**src/rtl/fp_add_arbiter_if.sv**
```systemverilog
// Bundle of requester, adder and response signals shared by the arbiter.
// master: requesters plus the adder (the environment); slave: the arbiter.
interface fp_add_arbiter_if #(
    parameter int N = 4
);
    logic            hold;
    logic [N-1:0]    req_valid;
    logic [32*N-1:0] req_a;
    logic [32*N-1:0] req_b;
    logic [N-1:0]    req_ready;
    logic [31:0]     add_a;
    logic [31:0]     add_b;
    logic [31:0]     add_result;
    logic [N-1:0]    resp_valid;
    logic [31:0]     resp_data;
    logic            busy;

    modport master (
        output hold, req_valid, req_a, req_b, add_result,
        input  req_ready, add_a, add_b, resp_valid, resp_data, busy
    );

    modport slave (
        input  hold, req_valid, req_a, req_b, add_result,
        output req_ready, add_a, add_b, resp_valid, resp_data, busy
    );
endinterface

```
**src/rtl/fp_add_arbiter.sv**
```systemverilog
// Round-robin arbiter sharing one pipelined FP adder among N requesters.
// A tag pipeline (valid + owner) runs alongside the adder so each sum is
// returned to the requester that issued it, in issue order.
module fp_add_arbiter #(
    parameter int N   = 4,
    parameter int LAT = 2
) (
    input  logic clk_i,
    input  logic rst_i,
    fp_add_arbiter_if.slave bus
);
    localparam int PW = (N > 1) ? $clog2(N) : 1;

    logic [PW-1:0] ptr_q, ptr_d;
    logic          grant_vld;
    logic [PW-1:0] grant_idx;
    logic [N-1:0]  req_ready_d;
    logic [31:0]   add_a_q, add_a_d;
    logic [31:0]   add_b_q, add_b_d;
    logic [LAT:0]  tag_v_q;
    logic [PW-1:0] tag_own_q [LAT+1];
    logic [N-1:0]  resp_valid_q, resp_valid_d;
    logic [31:0]   resp_data_q, resp_data_d;

    // Scan requesters starting at the round-robin pointer; first valid wins.
    always_comb begin
        int idx;
        idx       = 0;
        grant_vld = 1'b0;
        grant_idx = '0;
        if (!rst_i && !bus.hold) begin
            for (int k = 0; k < N; k++) begin
                idx = int'(ptr_q) + k;
                if (idx >= N) idx = idx - N;
                if (!grant_vld && bus.req_valid[idx]) begin
                    grant_vld = 1'b1;
                    grant_idx = PW'(idx);
                end
            end
        end
    end

    // Next-state: one-hot grant/response decode, pointer advance, operand mux.
    always_comb begin
        req_ready_d  = '0;
        resp_valid_d = '0;
        for (int i = 0; i < N; i++) begin
            req_ready_d[i]  = grant_vld && (grant_idx == PW'(i));
            resp_valid_d[i] = tag_v_q[LAT] && (tag_own_q[LAT] == PW'(i));
        end
        ptr_d   = ptr_q;
        add_a_d = '0;
        add_b_d = '0;
        if (grant_vld) begin
            ptr_d   = (grant_idx == PW'(N - 1)) ? '0 : grant_idx + PW'(1);
            add_a_d = bus.req_a[32*grant_idx +: 32];
            add_b_d = bus.req_b[32*grant_idx +: 32];
        end
        // Sum is held between responses so the bus stays quiet.
        resp_data_d = tag_v_q[LAT] ? bus.add_result : resp_data_q;
    end

    // State registers; reset discards every in-flight tag.
    always_ff @(posedge clk_i or posedge rst_i) begin
        if (rst_i) begin
            ptr_q        <= '0;
            add_a_q      <= '0;
            add_b_q      <= '0;
            tag_v_q      <= '0;
            for (int s = 0; s <= LAT; s++) tag_own_q[s] <= '0;
            resp_valid_q <= '0;
            resp_data_q  <= '0;
        end else begin
            ptr_q        <= ptr_d;
            add_a_q      <= add_a_d;
            add_b_q      <= add_b_d;
            tag_v_q      <= {tag_v_q[LAT-1:0], grant_vld};
            tag_own_q[0] <= grant_idx;
            for (int s = 1; s <= LAT; s++) tag_own_q[s] <= tag_own_q[s-1];
            resp_valid_q <= resp_valid_d;
            resp_data_q  <= resp_data_d;
        end
    end

    assign bus.req_ready  = req_ready_d;
    assign bus.add_a      = add_a_q;
    assign bus.add_b      = add_b_q;
    assign bus.resp_valid = resp_valid_q;
    assign bus.resp_data  = resp_data_q;
    assign bus.busy       = (|tag_v_q) | (|resp_valid_q);
endmodule
```
**src/flat_wrapper.sv**
```systemverilog
// flat-port wrapper written by rule: the top's interface ports become plain ports
module fp_add_arbiter_flat 
#(
    parameter int N   = 4,
    parameter int LAT = 2
)
  (clk_i, rst_i, bus_hold, bus_req_valid, bus_req_a, bus_req_b, bus_add_result, bus_req_ready, bus_add_a, bus_add_b, bus_resp_valid, bus_resp_data, bus_busy);
  fp_add_arbiter_if #(.N(N)) bus_i ();
  input  logic clk_i;
  input  logic rst_i;
  input wire logic [$bits(bus_i.hold)-1:0] bus_hold;
  input wire logic [$bits(bus_i.req_valid)-1:0] bus_req_valid;
  input wire logic [$bits(bus_i.req_a)-1:0] bus_req_a;
  input wire logic [$bits(bus_i.req_b)-1:0] bus_req_b;
  input wire logic [$bits(bus_i.add_result)-1:0] bus_add_result;
  output wire logic [$bits(bus_i.req_ready)-1:0] bus_req_ready;
  output wire logic [$bits(bus_i.add_a)-1:0] bus_add_a;
  output wire logic [$bits(bus_i.add_b)-1:0] bus_add_b;
  output wire logic [$bits(bus_i.resp_valid)-1:0] bus_resp_valid;
  output wire logic [$bits(bus_i.resp_data)-1:0] bus_resp_data;
  output wire logic [$bits(bus_i.busy)-1:0] bus_busy;
  assign bus_i.hold = bus_hold;
  assign bus_i.req_valid = bus_req_valid;
  assign bus_i.req_a = bus_req_a;
  assign bus_i.req_b = bus_req_b;
  assign bus_i.add_result = bus_add_result;
  assign bus_req_ready = bus_i.req_ready;
  assign bus_add_a = bus_i.add_a;
  assign bus_add_b = bus_i.add_b;
  assign bus_resp_valid = bus_i.resp_valid;
  assign bus_resp_data = bus_i.resp_data;
  assign bus_busy = bus_i.busy;
  fp_add_arbiter #(.N(N), .LAT(LAT)) u_core (.clk_i(clk_i), .rst_i(rst_i), .bus(bus_i));
endmodule
```
**config.mk**
```make
export PLATFORM = sky130hd
export DESIGN_NAME = fp_add_arbiter_flat
export DESIGN_NICKNAME = d
export VERILOG_FILES = /design/src/rtl/fp_add_arbiter_if.sv /design/src/rtl/fp_add_arbiter.sv /design/src/flat_wrapper.sv
export SDC_FILE = /design/constraint.sdc
export NUM_CORES = 1
export LEC_CHECK = 0
export CORE_AREA = 4 4 155 157
export DETAILED_ROUTE_END_ITERATION = 12
export DIE_AREA = 0 0 159 161
export PLACE_DENSITY_LB_ADDON = 0.3
export SYNTH_ARGS = -nofsm -noshare
export SYNTH_HDL_FRONTEND = slang
export SYNTH_SLANG_ARGS = --single-unit
```
**constraint.sdc**
```tcl
create_clock -name clk_i -period 4.19 [get_ports clk_i]
set_clock_uncertainty 0.2 [all_clocks]
set_input_delay 0.419 -clock clk_i [delete_from_list [all_inputs] [get_ports clk_i]]
set_output_delay 0.419 -clock clk_i [all_outputs]
set_load 0.03 [all_outputs]
```
==> metrics, run 1 <==
Final setup violation count=0; area growth from synthesis to layout=76.1%; Critical Path RT=between 3 and 4 ns; Tot GR Track Use=16.4%; gpl congestion=around 0.8; Core Box Area=about 23000 um^2; worst hold stages=0; final WL=22100 um; area of the multi-input gates=2960 um^2; Post-CTS Resized=0; Hold Path End=u_core.tag_own_q[0]; maximum root-to-sink buffer count=2; DR iter-0 viols=between 200 and 250; DP HPWL=approximately 17000 um; postcts setup bufs=0; worst flop-to-flop path startpoint=u_core.ptr_q[0]; P_sw=1250 uW; first-pass GRT wire length=between 30000 and 40000 um; Mapped Area=5990 um^2; fin util=approximately 47%; Sw Share=34.6%; worst slew pin tran=0.769 ns; Period Utilization, post-route=82.2%; num rows=55; R2R depth=6; sequential cell area=2780 um^2; routed vias/inst=4.60; number of synthesized flops with an enable pin=0; WL per Instance=18.1 um; TritonCTS buffer count=9; P_int=2370 uW; max_slew headroom=48.7%; routed vias=5613; ys async rst share=100%; initial antenna violation count=0; critical path class=in -> out; commonest cells after routing, fill and taps aside=clkdlybuf4s50_1 (399), nand2_1 (131), dfrtp_1 (111), mux2_2 (92); YS warnings=0; die area=25600 um^2; Die Span Y=around 160 um; post-synthesis sequential area ratio=46.4%; Max Slew Vio Count=0; Max rail drop VDD=roughly 0.23 mV; Comb power frac=40.4%; clock sinks=roughly 110; Yosys cell types=32; die width=159 um; Post-Syn Instances=555; Leakage=between 0.004 and 0.005 uW; top_reg_cell synth=dfrtp_1; Tmin final=around 3.4 ns; worst-path maximum fanout=7; Layout fillers=between 2000 and 2500; WP data arrival=roughly 2.8 ns; Clock transition at path regs=0.08 ns; I/O pin cnt=400; antenna-violating nets left=0; vias in the first global route=about 5800; RSZ-0062 raised after global routing=no; starting density of the core=26.6%; Post-Route Setup TNS=0 ns; Worst-Skew Late Latency=around 0.35 ns; Post-Syn Area per Cell=10.8 um^2; Crit. End Element=primary output; sequential power share=34.9%; CTS tree=yes; min-delay worst type=reg -> reg; hold_buf cts=0; CTS root buffer=clkbuf_16; largest net degree at the start of global routing=59; Port Buf Inserts=399; Synthesized Nets=about 850; Layout Nets=1230; antenna cell count=0; commonest non-fill, non-tap cell in the layout=clkdlybuf4s50_1; CP Launch Type=input pin; drt drc=0; status=complete, no violations; share of layout cells above drive strength 1=13.2%; clock power share=24.8%; P per Cell Area=343 nW/um^2; drt pass-1 iters=6; flip-flop and latch count after synthesis=roughly 110; r2r endpoint=u_core.bus.add_a[12]; max-cap violations=0; H-tree depth=3; Hold Crit Start=u_core.tag_own_q[2]; gr ovfl total=0; Max Freq=0.290 GHz; final hold violations=0; Reg2Reg Setup Slack=1.38 ns
area by class of cell:
type / count / share of cell area, %
Tap cell: 285 / 3.38
Multi-Input combinational cell: 391 / 28.1
Timing Repair Buffer: 410 / 38.9
Sequential cell: 111 / 26.3
Clock buffer: 9 / 2.14
Clock inverter: 7 / 0.830
Inverter: 8 / 0.332
worst max-delay path by stage:
stage | start | endpoint | slack (ns)
final | bus_req_valid[1] | bus_req_ready[2] | 0.75
after detailed placement | bus_req_valid[0] | u_core.bus.add_a[11] | 0.72
after floorplan | rst_i | u_core.bus.add_a[0] | 0.64
after global placement | bus_req_valid[0] | u_core.bus.add_a[9] | 0.79
after CTS | bus_req_valid[1] | bus_req_ready[2] | 0.76
after global routing | bus_req_valid[1] | bus_req_ready[2] | 0.64
critical path: stages:
cell             delay [ns]
clkdlybuf4s50_1        0.60
nor2_1                 0.09
a211o_1                0.39
a211oi_4               0.29
inv_1                  0.11
ha_1                   0.19
and2_1                 0.13
clkdlybuf4s50_1        0.59
cell families (layout without fill, tap and decap cells):
| family | count (synthesis) | count (layout) | synth area share [%] |
|---|---|---|---|
| mux | 160 | 160 | 28.7 |
| simple gates | 149 | 149 | 9.90 |
| flops | 111 | 111 | 46.4 |
| compound gates | 78 | 78 | 9.73 |
| buf+inv | 53 | 434 | 4.43 |
| fa+ha+maj | 4 | 4 | 0.835 |
layer usage:
layer	track usage [%]	routed length [um]	part of all wire, %
met4	3.23	241	1.1
met1	17.7	8360	38
met2	30.7	11500	52
met3	6.48	2040	9.2
met5	0	0	0
stage by stage:
step | std cells | worst slack (ns) | hold WS [ns] | power [uW] | instance area [um^2]
2_1_floorplan | 555 | 0.640 | 0.131 | 2050 | 5990
3_3_place_gp | 1205 | 0.791 | 0.132 | 2760 | 10200
3_5_place_dp | 1205 | 0.724 | 0.135 | 2770 | 10200
6_report | 1221 | 0.747 | 0.142 | 3620 | 10500
5_1_grt | 1221 | 0.642 | 0.157 | 3810 | 10500
4_1_cts | 1221 | 0.763 | 0.147 | 3690 | 10500
power groups by stage:
stage               Combinational [uW]  Clock [uW]  Sequential (uW)
floorplan                          498           0             1550
global placement                  1480           0             1280
detailed placement                1480           0             1280
CTS                               1490         941             1260
global route                      1550         976             1280
finish                            1460         895             1260
state kept, by name, indices dropped and copies added (netlist names):
name,flops
u_core.tag_v_q,3
u_core.bus.add_a,32
u_core.tag_own_q,6
u_core.bus.add_b,32
u_core.ptr_q,2
u_core.bus.resp_valid,4
u_core.bus.resp_data,32
synth_stat cells (all sizes together), types with 2 or more instances:
cell type / number / area (um^2)
nand2: 131 / 492
inv: 8 / 30.0
o21ai: 3 / 15.0
buf: 34 / 194
ha: 4 / 50.1
mux2: 96 / 1080
clkbuf: 11 / 41.3
mux2i: 64 / 641
o221ai: 2 / 17.5
nor3: 3 / 15.0
a21oi: 4 / 23.8
nor2: 5 / 18.8
and2: 4 / 25.0
a22oi: 64 / 480
dfrtp: 111 / 2780
(Power assumes the default switching activity.)
==> run 2, diff against run 1 <==
==> constraint.sdc (replaced) <==
create_clock -name clk_i -period 3.3 [get_ports clk_i]
set_clock_uncertainty 0.2 [all_clocks]
set_input_delay 0.33 -clock clk_i [delete_from_list [all_inputs] [get_ports clk_i]]
set_output_delay 0.33 -clock clk_i [all_outputs]
set_load 0.03 [all_outputs]
==> run 2 against run 1 <==
  * Clock power is 28% higher
  * Flip-flop and latch count stayed put
  * Worst hold slack better by 0.010 ns
  * Combinational power is 27% higher
  * Final cell count is 0.16% higher
  * Die area stayed put
  * First-iteration DRC count is 21% higher
  * Via count is 1.7% higher
  * Wire length is 2.7% higher
  * Power is 28% higher
  * Critical path type unchanged
  * Critical endpoint is now bus_req_ready[0]
==> metrics, run 2 (synthesis gave the netlist of run 1 again) <==
final WL=22700 um (was 22100 um); I/O pin cnt=400 (unchanged); min-delay worst type=reg -> reg (unchanged); DR iter-0 viols=246 (was 203); r2r endpoint=u_core.bus.add_b[3] (was u_core.bus.add_a[12]); H-tree depth=3 (unchanged); WP data arrival=2.30 ns (was 2.82 ns); Cell Area, Placed=10300 um^2 (was 10200 um^2); Final Cell Area=10600 um^2 (was 10500 um^2); Die Span Y=161 um (unchanged); hold_buf cts=0 (unchanged); max_slew headroom=48.9% (was 48.7%); routed vias=5707 (was 5613); first-pass GRT wire length=34400 um (was 33200 um); P per Cell Area=436 nW/um^2 (was 343 nW/um^2); starting density of the core=26.6% (unchanged); Tmin final=2.83 ns; CTS root buffer=clkbuf_16 (unchanged); DP HPWL=17000 um (was 16800 um); Leakage=0.00455 uW (was 0.00452 uW); max-cap violations=0 (unchanged); Clock transition at path regs=0.08 ns (about the same); gr ovfl total=0 (unchanged); Final setup violation count=0 (unchanged); drt drc=0 (unchanged); Reg2Reg Setup Slack=0.98 ns (was 1.38 ns); gpl congestion=0.777 (was 0.820); die area=25600 um^2 (unchanged); Tot GR Track Use=17.0% (was 16.4%); Max rail drop VDD=0.292 mV (was 0.227 mV); vias in the first global route=5884 (was 5779); critical path class=in -> out (unchanged); Max Freq=0.353 GHz; Layout Nets=1232 (was 1230); Worst Setup SP=bus_req_valid[3] (was bus_req_valid[1]); Critical Path RT=2.77 ns (was 3.57 ns); R2R depth=6 (unchanged); Period Utilization, post-route=between 80% and 90%; clock sinks=111 (unchanged); die width=159 um (unchanged); routed vias/inst=4.67 (was 4.60); RSZ-0062 raised after global routing=no (unchanged); Core Box Area=22500 um^2 (unchanged); worst slew pin tran=0.766 ns (was 0.769 ns); CTS tree=yes (unchanged); commonest non-fill, non-tap cell in the layout=clkdlybuf4s50_1 (unchanged); Post-Route Setup TNS=0 ns (unchanged); TritonCTS buffer count=9 (unchanged); Worst-Skew Late Latency=0.35 ns (about the same); worst-path maximum fanout=7 (unchanged); Post-CTS Resized=0 (unchanged); final hold violations=0 (unchanged); antenna cell count=0 (unchanged); status=complete, no violations (unchanged); Crit. End Element=primary output (unchanged); commonest cells after routing, fill and taps aside=clkdlybuf4s50_1 (395), nand2_1 (131), dfrtp_1 (111), mux2_2 (92) (was clkdlybuf4s50_1 (399), nand2_1 (131), dfrtp_1 (111), mux2_2 (92)); largest net degree at the start of global routing=71 (was 59); maximum root-to-sink buffer count=2 (unchanged); antenna-violating nets left=0 (unchanged); postcts setup bufs=0 (unchanged); initial antenna violation count=0 (unchanged); Max Slew Vio Count=0 (unchanged); worst flop-to-flop path startpoint=u_core.ptr_q[1] (was u_core.ptr_q[0]); drt pass-1 iters=4 (was 6); CP Launch Type=input pin (unchanged); area growth from synthesis to layout=76.7% (was 76.1%); WL per Instance=18.6 um (was 18.1 um); Port Buf Inserts=399 (unchanged); Worst Setup EP=bus_req_ready[0] (was bus_req_ready[2]); num rows=55 (unchanged); share of layout cells above drive strength 1=13.9% (was 13.2%)
## run 2: final cells by class
| cell class | count | area, um^2 |
|---|---|---|
| sequential | 111 | 2780 |
| multi-input combinational | 391 | 2960 |
| timing repair buffer | 412 | 4140 |
| fill | 2161 | 11900 |
| inverter | 8 | 36.3 |
| clock buffer | 9 | 225 |
| tap | 285 | 357 |
| clock inverter | 7 | 83.8 |
## run 2: critical path, stage by stage
cell and delay [ns]:
clkdlybuf4s50_1 0.60, nor2_1 0.09, a211o_1 0.35, a211oi_4 0.33
inv_1 0.11, ha_1 0.19, and2_1 0.13, buf_4 0.16
## run 2: worst min path at each step
stage / start / to / cells after the start
finish: u_core.tag_own_q[4] / u_core.tag_own_q[2] / 0
global route: u_core.tag_own_q[2] / u_core.tag_own_q[0] / 0
CTS: u_core.tag_own_q[4] / u_core.tag_own_q[2] / 0
detailed placement: u_core.tag_own_q[4] / u_core.tag_own_q[2] / 0
global placement: u_core.tag_own_q[2] / u_core.tag_own_q[0] / 0
floorplan: u_core.tag_own_q[2] / u_core.tag_own_q[0] / 0
## run 2: per-stage QoR
step | hold WS [ns] | worst slack, ns | util, % | cells | total power, uW
final | 0.152 | 0.470 | 47.1 | 1223 | 4610
after global routing | 0.167 | 0.339 | 47.1 | 1223 | 4860
after CTS | 0.156 | 0.473 | 47.1 | 1223 | 4700
after detailed placement | 0.137 | 0.478 | 45.7 | 1207 | 3520
after global placement | 0.133 | 0.504 | 45.7 | 1207 | 3500
after floorplan | 0.131 | 0.865 | - | 555 | 2600
## run 2: layer usage
| layer | track usage, % | vias to the layer above | share of wire [%] |
|---|---|---|---|
| met2 | 30.9 | 257 | 52 |
| met4 | 3.35 | 0 | 1.3 |
| met1 | 19.0 | 2724 | 38 |
| li1 | - | 2711 | - |
| met5 | 0 | - | 0 |
| met3 | 6.89 | 15 | 9.4 |
## run 2: power breakdown
part           switching, uW  internal, uW  total, uW
logic                    925           938       1860
registers               68.5          1530       1600
clock network            598           548       1150
total                   1590          3020       4610
==> run 3, diff against run 2 <==
--- a/config.mk
+++ b/config.mk
@@ -8,7 +8,7 @@
 export CORE_AREA = 4 4 155 157
 export DETAILED_ROUTE_END_ITERATION = 12
 export DIE_AREA = 0 0 159 161
-export PLACE_DENSITY_LB_ADDON = 0.3
+export PLACE_DENSITY = 0.68
 export SYNTH_ARGS = -nofsm -noshare
 export SYNTH_HDL_FRONTEND = slang
 export SYNTH_SLANG_ARGS = --single-unit
==> run 3 against run 2 <==
  * Combinational power hardly changed
  * Final area increased by 0.28%
  * Non-clock buffer count grew 2
  * Sequential power is essentially flat
  * Via count decreased by 1.8%
  * Critical endpoint is now bus_req_ready[2]
==> metrics, run 3 (synthesis gave the netlist of run 1 again) <==
status=complete, no violations (unchanged); postcts setup bufs=0 (unchanged); r2r endpoint=u_core.bus.add_a[30] (was u_core.bus.add_b[3]); Post-CTS Resized=0 (unchanged); Clock transition at path regs=0.08 ns (about the same); Critical Path RT=2.77 ns (about the same); routed vias=5603 (was 5707); CP peak stage delay=0.59 ns (was 0.60 ns); routed vias/inst=4.57 (was 4.67); worst hold stages=0 (unchanged); max-cap violations=0 (unchanged); dominant delay contributor by cell family on the critical path=buffers and inverters (unchanged); CP Cell Sequence=clkdlybuf4s50_1, nor2_1, a211o_1, a211oi_4, inv_1, ha_1, and2_1, clkdlybuf4s50_1 (was clkdlybuf4s50_1, nor2_1, a211o_1, a211oi_4, inv_1, ha_1, and2_1, buf_4); die area=25600 um^2 (unchanged); clock sinks=111 (unchanged); Final setup violation count=0 (unchanged); Bufs and invs on worst path=3 (unchanged); Leakage=0.00455 uW (about the same); final WL=22700 um (about the same); drt pass-1 iters=4 (unchanged); worst slew pin tran=0.688 ns (was 0.766 ns); Post-Route Setup TNS=0 ns (unchanged); worst-path maximum fanout=7 (unchanged); most frequent CP cell=clkdlybuf4s50_1; die width=159 um (unchanged); worst flop-to-flop path startpoint=u_core.ptr_q[1] (unchanged); RSZ-0062 raised after global routing=no (unchanged); CP Launch Type=input pin (unchanged); Worst-Skew Late Latency=0.35 ns (about the same); Tmin final=3.20 ns (was 2.83 ns); largest net degree at the start of global routing=112 (was 71); Die Span Y=161 um (unchanged); Hold Crit Start=u_core.tag_own_q[4] (unchanged); WP data arrival=2.67 ns (was 2.30 ns); Layout Nets=1234 (was 1232); Reg2Reg Setup Slack=0.98 ns (about the same); Tot GR Track Use=16.8% (was 17.0%); DP HPWL=17400 um (was 17000 um); Crit. End Element=primary output (unchanged); min-delay worst type=reg -> reg (unchanged); Period Utilization, post-route=97.1% (was 85.7%); R2R depth=7 (was 6); area growth from synthesis to layout=77.2% (was 76.7%); Port Buf Inserts=399 (unchanged); starting density of the core=26.6% (unchanged); share of layout cells above drive strength 1=13.8% (was 13.9%); gpl congestion=0.825 (was 0.777); TritonCTS buffer count=9 (unchanged); max_slew headroom=54.1% (was 48.9%); vias in the first global route=5869 (was 5884); initial antenna violation count=1 (was 0); Cell Area, Placed=10300 um^2 (about the same); I/O pin cnt=400 (unchanged); Final Cell Area=10600 um^2 (about the same); Max rail drop VDD=0.219 mV (was 0.292 mV); Max Freq=0.312 GHz (was 0.353 GHz); crit path max-delay cell type=clkdlybuf4s50_1 (unchanged); WL per Instance=18.5 um (was 18.6 um); Max Slew Vio Count=0 (unchanged); Hold Path End=u_core.tag_own_q[2] (unchanged); commonest cells after routing, fill and taps aside=clkdlybuf4s50_1 (397), nand2_1 (131), dfrtp_1 (111), mux2_2 (92) (was clkdlybuf4s50_1 (395), nand2_1 (131), dfrtp_1 (111), mux2_2 (92)); Core Box Area=22500 um^2 (unchanged); gr ovfl total=0 (unchanged); hold_buf cts=0 (unchanged); DR iter-0 viols=230 (was 246); CTS tree=yes (unchanged); maximum root-to-sink buffer count=2 (unchanged); antenna cell count=0 (unchanged); first-pass GRT wire length=33900 um (was 34400 um); final hold violations=0 (unchanged); P per Cell Area=438 nW/um^2 (was 436 nW/um^2); drt drc=0 (unchanged); num rows=55 (unchanged); critical path class=in -> out (unchanged); antenna-violating nets left=0 (unchanged); commonest non-fill, non-tap cell in the layout=clkdlybuf4s50_1 (unchanged); CTS root buffer=clkbuf_16 (unchanged); H-tree depth=3 (unchanged)
run 3: cell types whose count changed in the layout (fill, tap and decap cells not counted):
cell             delta
clkdlybuf4s50_1     +2
clkinv_8            +1
inv_12              +1
inv_8               -2
run 3: routing by layer:
metal  GRT usage [%]  routed length [um]  vias to the layer above
li1                -                   -                     2713
met1            18.5                8520                     2629
met2            31.6               12000                      246
met3            5.54                1910                       13
met4            3.59                 248                        2
met5               0                  13                        -
run 3: worst max path at each step:
stage                     cells past startpoint              from  slack (ns)          endpoint
after floorplan                               9  bus_req_valid[0]        0.87  bus_req_ready[2]
after global placement                        8  bus_req_valid[1]        0.17  bus_req_ready[2]
after detailed placement                      8  bus_req_valid[1]        0.10  bus_req_ready[2]
after CTS                                     8  bus_req_valid[1]        0.09  bus_req_ready[2]
after global routing                          8  bus_req_valid[1]        0.02  bus_req_ready[2]
final                                         8  bus_req_valid[1]         0.1  bus_req_ready[2]
run 3: area by class of cell:
class | count | area, um^2
clock buffers | 9 | 225
clock inverters | 7 | 93.8
fillers | 2140 | 11900
inverters | 8 | 36.3
multi-input cells | 391 | 2960
flip-flops and latches | 111 | 2780
well taps | 285 | 357
repair buffers | 414 | 4160
run 3: power breakdown:
part	switching, uW	internal [uW]	total, uW
sequential	70.1	1530	1600
clock	608	554	1160
combinational	936	944	1880
run 3: stage by stage:
step / power [uW] / hold WS (ns) / setup slack, ns / cells / util (%)
after floorplan: 2600 / 0.131 / 0.865 / 555 / -
after CTS: 4730 / 0.160 / 0.0902 / 1225 / 47.2
final: 4650 / 0.155 / 0.0958 / 1225 / 47.2
after global routing: 4880 / 0.171 / 0.0172 / 1225 / 47.2
after detailed placement: 3540 / 0.142 / 0.105 / 1209 / 45.8
after global placement: 3520 / 0.132 / 0.168 / 1209 / 45.8
